## src/rtl/barrel_shifter_dir.sv

```systemverilog
// Logarithmic barrel shifter: SLL/SRL/ROL/ROR of a 2**NUM_STAGE-bit word, registered result.
// Define BARREL_SHIFTER_PIPELINE_EN to register every stage (latency NUM_STAGE instead of 1).
module barrel_shifter_dir #(
    parameter int NUM_STAGE = 4
) (
    input  logic                        clock,
    input  logic                        reset,
    input  logic                        valid_in,
    input  logic [NUM_STAGE-1:0]        cntrl,
    input  logic [(2**NUM_STAGE)-1:0]   data_in,
    input  logic [1:0]                  dir,
    output logic [(2**NUM_STAGE)-1:0]   data_out,
    output logic                        valid_out
);

    localparam int W = 2**NUM_STAGE;

    // One stage: apply the selected operation by a fixed distance sh (sh <= W/2).
    function automatic logic [W-1:0] shift_step(input logic [W-1:0] x,
                                                input logic [1:0]   op,
                                                input int           sh);
        logic [W-1:0] r;
        case (op)
            2'b00:   r = x << sh;
            2'b01:   r = x >> sh;
            2'b10:   r = (x << sh) | (x >> (W - sh));
            default: r = (x >> sh) | (x << (W - sh));
        endcase
        return r;
    endfunction

`ifdef BARREL_SHIFTER_PIPELINE_EN

    genvar gi;
    generate
        for (gi = 0; gi < NUM_STAGE; gi++) begin : stage_g
            localparam int SH = 2**gi;

            logic [W-1:0]           in_data;
            logic                   in_valid;
            logic [1:0]             in_dir;
            logic [NUM_STAGE-1:gi]  in_cntrl;
            logic [W-1:0]           out_d;
            logic [W-1:0]           data_q;
            logic                   valid_q;

            if (gi == 0) begin : g_src
                assign in_data  = data_in;
                assign in_valid = valid_in;
                assign in_dir   = dir;
                assign in_cntrl = cntrl;
            end else begin : g_src
                assign in_data  = stage_g[gi-1].data_q;
                assign in_valid = stage_g[gi-1].valid_q;
                assign in_dir   = stage_g[gi-1].g_carry.dir_q;
                assign in_cntrl = stage_g[gi-1].g_carry.cntrl_q;
            end

            assign out_d = in_cntrl[gi] ? shift_step(in_data, in_dir, SH) : in_data;

            // Data loads only on valid beats so the final stage holds its last result.
            always_ff @(posedge clock) begin
                if (reset) begin
                    data_q  <= '0;
                    valid_q <= 1'b0;
                end else begin
                    valid_q <= in_valid;
                    if (in_valid) begin
                        data_q <= out_d;
                    end
                end
            end

            // Only the control bits still needed downstream are carried forward.
            if (gi < NUM_STAGE - 1) begin : g_carry
                logic [1:0]               dir_q;
                logic [NUM_STAGE-1:gi+1]  cntrl_q;

                always_ff @(posedge clock) begin
                    if (in_valid) begin
                        dir_q   <= in_dir;
                        cntrl_q <= in_cntrl[NUM_STAGE-1:gi+1];
                    end
                end
            end
        end
    endgenerate

    assign data_out  = stage_g[NUM_STAGE-1].data_q;
    assign valid_out = stage_g[NUM_STAGE-1].valid_q;

`else

    logic [W-1:0] data_d;
    logic [W-1:0] data_q;
    logic         valid_q;

    genvar gi;
    generate
        for (gi = 0; gi < NUM_STAGE; gi++) begin : stage_g
            localparam int SH = 2**gi;

            logic [W-1:0] in_d;
            logic [W-1:0] out_d;

            if (gi == 0) begin : g_src
                assign in_d = data_in;
            end else begin : g_src
                assign in_d = stage_g[gi-1].out_d;
            end

            assign out_d = cntrl[gi] ? shift_step(in_d, dir, SH) : in_d;
        end
    endgenerate

    assign data_d = stage_g[NUM_STAGE-1].out_d;

    always_ff @(posedge clock) begin
        if (reset) begin
            data_q  <= '0;
            valid_q <= 1'b0;
        end else begin
            valid_q <= valid_in;
            if (valid_in) begin
                data_q <= data_d;
            end
        end
    end

    assign data_out  = data_q;
    assign valid_out = valid_q;

`endif

endmodule

```

## config.mk

```make
export PLATFORM = sky130hd
export DESIGN_NAME = barrel_shifter_dir
export DESIGN_NICKNAME = d
export VERILOG_FILES = /design/src/rtl/barrel_shifter_dir.sv
export SDC_FILE = /design/constraint.sdc
export NUM_CORES = 1
export LEC_CHECK = 0
export CAP_MARGIN = 20
export CORE_ASPECT_RATIO = 0.6
export CORE_MARGIN = 3
export CORE_UTILIZATION = 49
export CTS_BUF_LIST = sky130_fd_sc_hd__clkbuf_2
export CTS_CLUSTER_SIZE = 20
export DETAILED_ROUTE_END_ITERATION = 12
export GPL_ROUTABILITY_DRIVEN = 0
export PLACE_DENSITY = 0.75
export REMOVE_ABC_BUFFERS = 1
export SYNTH_ARGS = -nofsm -noshare
export SYNTH_HDL_FRONTEND = slang
export SYNTH_SLANG_ARGS = --single-unit
```

## constraint.sdc

```tcl
create_clock -name clock -period 2.2 [get_ports clock]
set_clock_uncertainty 0.1 [all_clocks]
set_input_delay 0.22 -clock clock [delete_from_list [all_inputs] [get_ports clock]]
set_output_delay 0.22 -clock clock [all_outputs]
set_load 0.1 [all_outputs]
```

==> flow_metrics.env, run 1 <==
export IMPL_status="completed"
export IMPL_cts_made_buffers=3
export IMPL_combPwrFrac=0.636
export IMPL_rr_worst_depth=3
export IMPL_swShare=0.478
export IMPL_root_buffer="clkbuf_2"
export IMPL_grt_pass1_vias=2666
export IMPL_yosys_area_share_simple=0.213
export IMPL_placementRows=18
export IMPL_cp_arrival_ns=2.22
export IMPL_layout_min_cycle_time_ns=2.09
export IMPL_area_delta_synth_final_pct=33.4
export IMPL_crit_path_top_delay_cell="clkdlybuf4s50_1"
export IMPL_placed_cell_area_um2=3130
export IMPL_antennaDiodeCount=0
export IMPL_worst_slack_ns=0.106
export IMPL_pin_count=42
export IMPL_seqCellArea_um2=340
export IMPL_grt_usage=0.301
export IMPL_max_freq_mhz=478
export IMPL_synth_seq_cells=17
export IMPL_ys_types=52
export IMPL_die_area_um2=5730
export IMPL_synthFlopType="dfxtp_1"
export IMPL_critPathMaxStageDelay_ns=0.61
export IMPL_final_nets=436
export IMPL_dieWidth_um=95.7
export IMPL_post_drt_wl_per_cell_um=18.1
export IMPL_core_area_um2=4370
export IMPL_synth_enable_flop_cells=0
export IMPL_cts_setup_buffers=0
export IMPL_cpLargestDelayFamily="compound AO/OA/AOI/OAI gates"
export IMPL_synthAdderAreaFrac=0
export IMPL_critPathKind="primary input to flop"
export IMPL_antenna_found_initial=0
export IMPL_power_internal_mw=0.707
export IMPL_whs_endpoint="data_out[13]"
export IMPL_place_ws_ns=-0.260
export IMPL_synth_compound_area_frac=0.362
export IMPL_clk_path_buf_depth=2
export IMPL_cap_violations=0
export IMPL_seqPwrFrac=0.257
export IMPL_synthMuxAreaShare=0.183
export IMPL_drt_iter0_drc=461
export IMPL_drc_errors=0
export IMPL_finalInstanceArea_um2=3160
export IMPL_die_y_um=59.8
export IMPL_min_path_type="flop to flop"
export IMPL_ys_seq_area_frac=0.144
export IMPL_postRouteAntennaNets=0
export IMPL_endpoint_kind="flop"
export IMPL_grt_pass1_wl_um=13400
export IMPL_postSynthAreaPerCell_um2=7.17
export IMPL_post_cts_resized=0
export IMPL_rsz0062_at_grt="true"
export IMPL_routed_wl_um=8490
export IMPL_port_buffer_count=41
export IMPL_cts_hold_buf=0
export IMPL_relSlewSlack=0.630
export IMPL_crit_buf_inv=2
export IMPL_setup_violations=0
export IMPL_yosys_area_share_xor_xnor=0
export IMPL_p_total_mw=1.36
export IMPL_syn_area_um2=2370
export IMPL_cpMostUsedCell="o221a_2"
export IMPL_via_per_inst=6.46
export IMPL_p_sw_mw=0.649
export IMPL_tightest_slew_ns=0.547
export IMPL_rrSetupSlack_ns=1.26
export IMPL_synthArstFlopShare=0
export IMPL_hold_start="data_out[13]"
export IMPL_dp_hpwl_um=6800
export IMPL_grt_overflow_total=0
export IMPL_netlist_instances=330
export IMPL_clkTransAtPathRegs_ns=0.17
export IMPL_crit_chain="clkdlybuf4s50_1, buf_12, nand2_1, o22ai_1, a21oi_1, o221a_2, o221a_2, nor3_1"
export IMPL_cts_tree="yes"
export IMPL_fill_cells=410
export IMPL_hold_viol=0
export IMPL_peakVddDrop_mv=0.457
export IMPL_clk_latency_ns=0.30
export IMPL_cts_sinks=17
export IMPL_firstDrtPassIters=6
export IMPL_initial_core_util=0.542
export IMPL_slew_violations=0
export IMPL_p_leak_nw=1.38
export IMPL_power_density_nw_per_um2=430
export IMPL_hold_depth=2
export IMPL_period_share=0.952
export IMPL_crit_path_max_fanout=17
export IMPL_cp_start_kind="primary input"
export IMPL_power_share_clock=0.107
export IMPL_grt_max_degree=32
export IMPL_timing_rr_start="data_out[7]"
export IMPL_multi_input_area_um2=1800
export IMPL_num_vias=3038
export IMPL_critPathRequiredTime_ns=2.32
export IMPL_htreeDepth=1
export IMPL_yosysWarnings=0
export IMPL_drive_above_1_share=0.256
export IMPL_r2r_end="data_out[7]"
export IMPL_synth_top_family_by_area="compound AO/OA/AOI/OAI gates"
[cell type report]
cell class,count,area share
clock buffer,4,0.00634
timing repair buffer,107,0.282
multi-input combinational,274,0.570
sequential,17,0.108
inverter,8,0.00951
tap,60,0.0238
[synth_stat cells, types with 4 or more instances]
cell type   n  area, µm²
a211oi_1    9       67.6
inv_1       7       26.3
clkbuf_1   11       41.3
o31ai_1     4       30.0
nand3_1    12       60.1
buf_6       7       78.8
a31oi_1     5       31.3
a311oi_1    4       35.0
o21ai_0    19       95.1
nand2b_1    6       37.5
nor2_1     49        184
o21bai_1    7       52.6
mux2_2      6       67.6
dfxtp_1    17        340
o221a_2     6       67.6
nor2b_1     4       25.0
o211ai_1    8       60.1
a211o_1     4       35.0
buf_2       8       40.0
a21oi_1    20        100
o22ai_1     7       43.8
nand2_1    21       78.8
mux2i_1    32        320
nor3_1     13       65.1
[metrics by stage]
step / hold WS [ns] / TNS (ns) / std cells / util
global placement: 0.368 / -1.66 / 466 / 0.716
finish: 0.390 / 0 / 470 / 0.723
CTS: 0.392 / 0 / 470 / 0.721
global route: 0.406 / -0.0190 / 470 / 0.723
detailed placement: 0.373 / -2.44 / 466 / 0.716
floorplan: 0.187 / 0 / 299 / -
[flip-flops by register name (all words and copies together), names as in the netlist]
register,cells
data_out,16
valid_out,1
[worst min-delay path: cells and delay by family, from the launching register on]
kind / cells / cell delay (ns)
flip-flops: 1 / 0.34
AO/OA/AOI/OAI: 1 / 0.07
AND/OR/NAND/NOR: 1 / 0.06
[how the worst max path moves through the flow]
stage | startpoint | cells after the start | slack (ns) | end
after floorplan | cntrl[0] | 6 | 0.56 | data_out[6]
after global placement | cntrl[1] | 7 | -0.24 | data_out[0]
after detailed placement | cntrl[1] | 7 | -0.26 | data_out[0]
after CTS | cntrl[1] | 7 | 0.06 | data_out[0]
after global routing | cntrl[1] | 8 | -0.02 | data_out[12]
final | cntrl[1] | 8 | 0.11 | data_out[11]
[kinds of logic (layout without fill, tap and decap cells)]
kind of cell    Yosys count  in the layout
compound gates          121            121
simple gates            113            113
mux                      40             40
buf+inv                  39            119
flops                    17             17
[power groups by stage]
stage          clock network [mW]  logic [mW]  registers (mW)
6_report                    0.145       0.862           0.349
5_1_grt                     0.165       0.911           0.352
4_1_cts                     0.147       0.840           0.349
3_5_place_dp                    0       0.838           0.356
3_3_place_gp                    0       0.826           0.354
2_1_floorplan                   0       0.281           0.545
[metal layers]
layer / track usage / share of wire / vias to the layer above / wire [µm]
li1: - / - / 1418 / -
met1: 0.448 / 0.46 / 1393 / 3890
met2: 0.429 / 0.40 / 209 / 3390
met3: 0.0994 / 0.13 / 18 / 1130
met4: 0.0364 / 0.0084 / 0 / 71
met5: 0 / 0 / - / 0
[cells in the final DEF (no fill, tap or decap), drive strengths merged, types with 4 or more instances in the layout]
master,n
a211oi,10
nor2,49
inv,7
mux2i,32
mux2,6
clkdlybuf4s50,22
nand3,12
a31oi,5
dfxtp,17
o21ai,20
a311oi,4
a211o,4
nand2,21
nand2b,6
o211ai,8
nor2b,4
o31ai,4
o21bai,7
o221a,6
buf,85
a21oi,20
o22ai,7
clkbuf,4
nor3,13
Note: power is estimated with default switching activity, not from simulation.
==> run 2: changes to the inputs <==
- CAP_MARGIN: 20 -> unset
==> results of run 2 <==
The final DEF is identical to that of run 1; final timing and power are the same.
==> run 3: changes to the inputs <==
- DONT_BUFFER_PORTS: unset -> 1
- PLACE_DENSITY: 0.75 -> 0.67
- SKIP_CTS_REPAIR_TIMING: unset -> 1
==> flow_metrics.env, run 3 (synthesized netlist as in run 1, its figures left out) <==
export IMPL_max_freq_mhz=466
export IMPL_layout_min_cycle_time_ns=2.15
export IMPL_crit_path_top_delay_cell="dlygate4sd3_1"
export IMPL_power_density_nw_per_um2=448
export IMPL_slew_violations=0
export IMPL_crit_path_max_fanout=63
export IMPL_finish_utilization=0.560
export IMPL_tightest_slew_ns=0.709
export IMPL_routed_wl_um=7800
export IMPL_min_path_type="primary input to flop"
export IMPL_clkTransAtPathRegs_ns=0.15
export IMPL_num_vias=2660
export IMPL_fill_cells=433
export IMPL_antenna_found_initial=0
export IMPL_fin_cells=386
export IMPL_drc_errors=0
export IMPL_critPathRequiredTime_ns=2.33
export IMPL_cp_arrival_ns=2.28
export IMPL_cts_tree="yes"
export IMPL_clk_path_buf_depth=2
export IMPL_mostFrequentLayoutCells="nor2_1 (49), mux2i_1 (32), nand2_1 (21), a21oi_1 (20), o21ai_0 (19)"
export IMPL_post_drt_wl_per_cell_um=20.2
export IMPL_port_buffer_count=0
export IMPL_largest_reg_flops=16
export IMPL_crit_chain="nor2b_1, a31oi_1, o21ai_0, o221a_2, o221a_2, nor3_1, dlygate4sd3_1"
export IMPL_holdWs_ns=-0.0105
export IMPL_p_total_mw=1.09
export IMPL_via_per_inst=6.89
export IMPL_grt_usage=0.268
export IMPL_die_y_um=59.8
export IMPL_rsz0062_at_grt="false"
export IMPL_htreeDepth=1
export IMPL_critPathKind="primary input to flop"
export IMPL_core_area_um2=4370
export IMPL_cpMostUsedCell="o221a_2"
export IMPL_seqCellArea_um2=340
export IMPL_die_area_um2=5730
export IMPL_cap_violations=0
export IMPL_multi_input_area_um2=1790
export IMPL_period_share=0.976
export IMPL_cts_made_buffers=3
export IMPL_critPathMaxStageDelay_ns=0.59
export IMPL_antennaDiodeCount=0
export IMPL_drive_above_1_share=0.113
export IMPL_dieWidth_um=95.7
export IMPL_status="complete, but fails checks"
export IMPL_cpLargestDelayFamily="compound AO/OA/AOI/OAI gates"
export IMPL_firstDrtPassIters=5
export IMPL_hold_viol=1
export IMPL_initial_core_util=0.542
export IMPL_p_leak_nw=0.982
export IMPL_crit_buf_inv=1
export IMPL_drt_iter0_drc=330
export IMPL_setup_violations=0
export IMPL_clk_latency_ns=0.28
export IMPL_placementRows=18
export IMPL_cp_start_kind="primary input"
export IMPL_placed_cells=377
export IMPL_grt_max_degree=64
export IMPL_final_nets=352
export IMPL_endpoint_kind="flop"
export IMPL_dp_hpwl_um=5610
export IMPL_relSlewSlack=0.521
export IMPL_grt_overflow_total=0
export IMPL_violations="negative hold slack"
export IMPL_peakVddDrop_mv=0.391
export IMPL_grt_pass1_vias=2281
export IMPL_setup_tns_ns=0
export IMPL_final_common_cell="nor2_1"
export IMPL_area_delta_synth_final_pct=3.33
export IMPL_postRouteAntennaNets=0
export IMPL_grt_pass1_wl_um=12000
export IMPL_pin_count=42
export IMPL_cts_sinks=17
export IMPL_root_buffer="clkbuf_2"
==> run 3: cell count changes in the layout (fill, tap and decap cells not counted), moves of 2 or more <==
| cell | delta |
|---|---|
| buf_12 | -3 |
| o311ai_1 | -2 |
| clkdlybuf4s50_1 | -22 |
| dlygate4sd3_1 | +5 |
| o21ai_1 | -2 |
| o21ai_0 | +2 |
| buf_4 | -62 |
| o311ai_0 | +2 |
| buf_2 | -2 |
==> run 3: final cells by class <==
class,instances,share of cell area
Inverter,8,0.0123
Sequential cell,17,0.139
Clock buffer,4,0.00819
Multi-Input combinational cell,274,0.734
Tap cell,60,0.0307
Timing Repair Buffer,23,0.0757
==> run 3: where the power goes <==
group / leakage [nW] / internal [mW] / switching (mW) / total, mW
clock: 0.0166 / 0.0482 / 0.0895 / 0.138
sequential: 0.141 / 0.334 / 0.00995 / 0.344
combinational: 0.824 / 0.205 / 0.408 / 0.612
total: 0.982 / 0.587 / 0.507 / 1.09
==> run 3: worst paths after layout <==
kind                                  start          end  slack, ns  depth (start not counted)
worst max-delay path               cntrl[0]  data_out[3]       0.05                          7
worst max register to register  data_out[3]  data_out[3]       0.59                          4
worst min register to register  data_out[2]  data_out[2]       0.39                          2
worst min-delay path               valid_in  data_out[2]      -0.01                          2
==> run 3: routing by layer <==
| layer | track usage | routed length [µm] |
|---|---|---|
| met3 | 0.101 | 1160 |
| met5 | 0 | 0 |
| met2 | 0.348 | 2990 |
| met1 | 0.417 | 3590 |
| met4 | 0.0364 | 55 |
==> run 3: stage by stage <==
stage	worst slack, ns	cell area, µm²
after detailed placement	0.294	2370
after global routing	0.110	2440
after global placement	0.322	2370
after CTS	0.636	2390
final	0.0523	2440
after floorplan	0.561	2160
==> run 3: worst reg2reg max path: stages (launching register included) <==
cell and delay (ns):
dfxtp_1 0.34, buf_4 0.28, nor2_1 0.07, nor3_1 0.19, dlygate4sd3_1 0.59
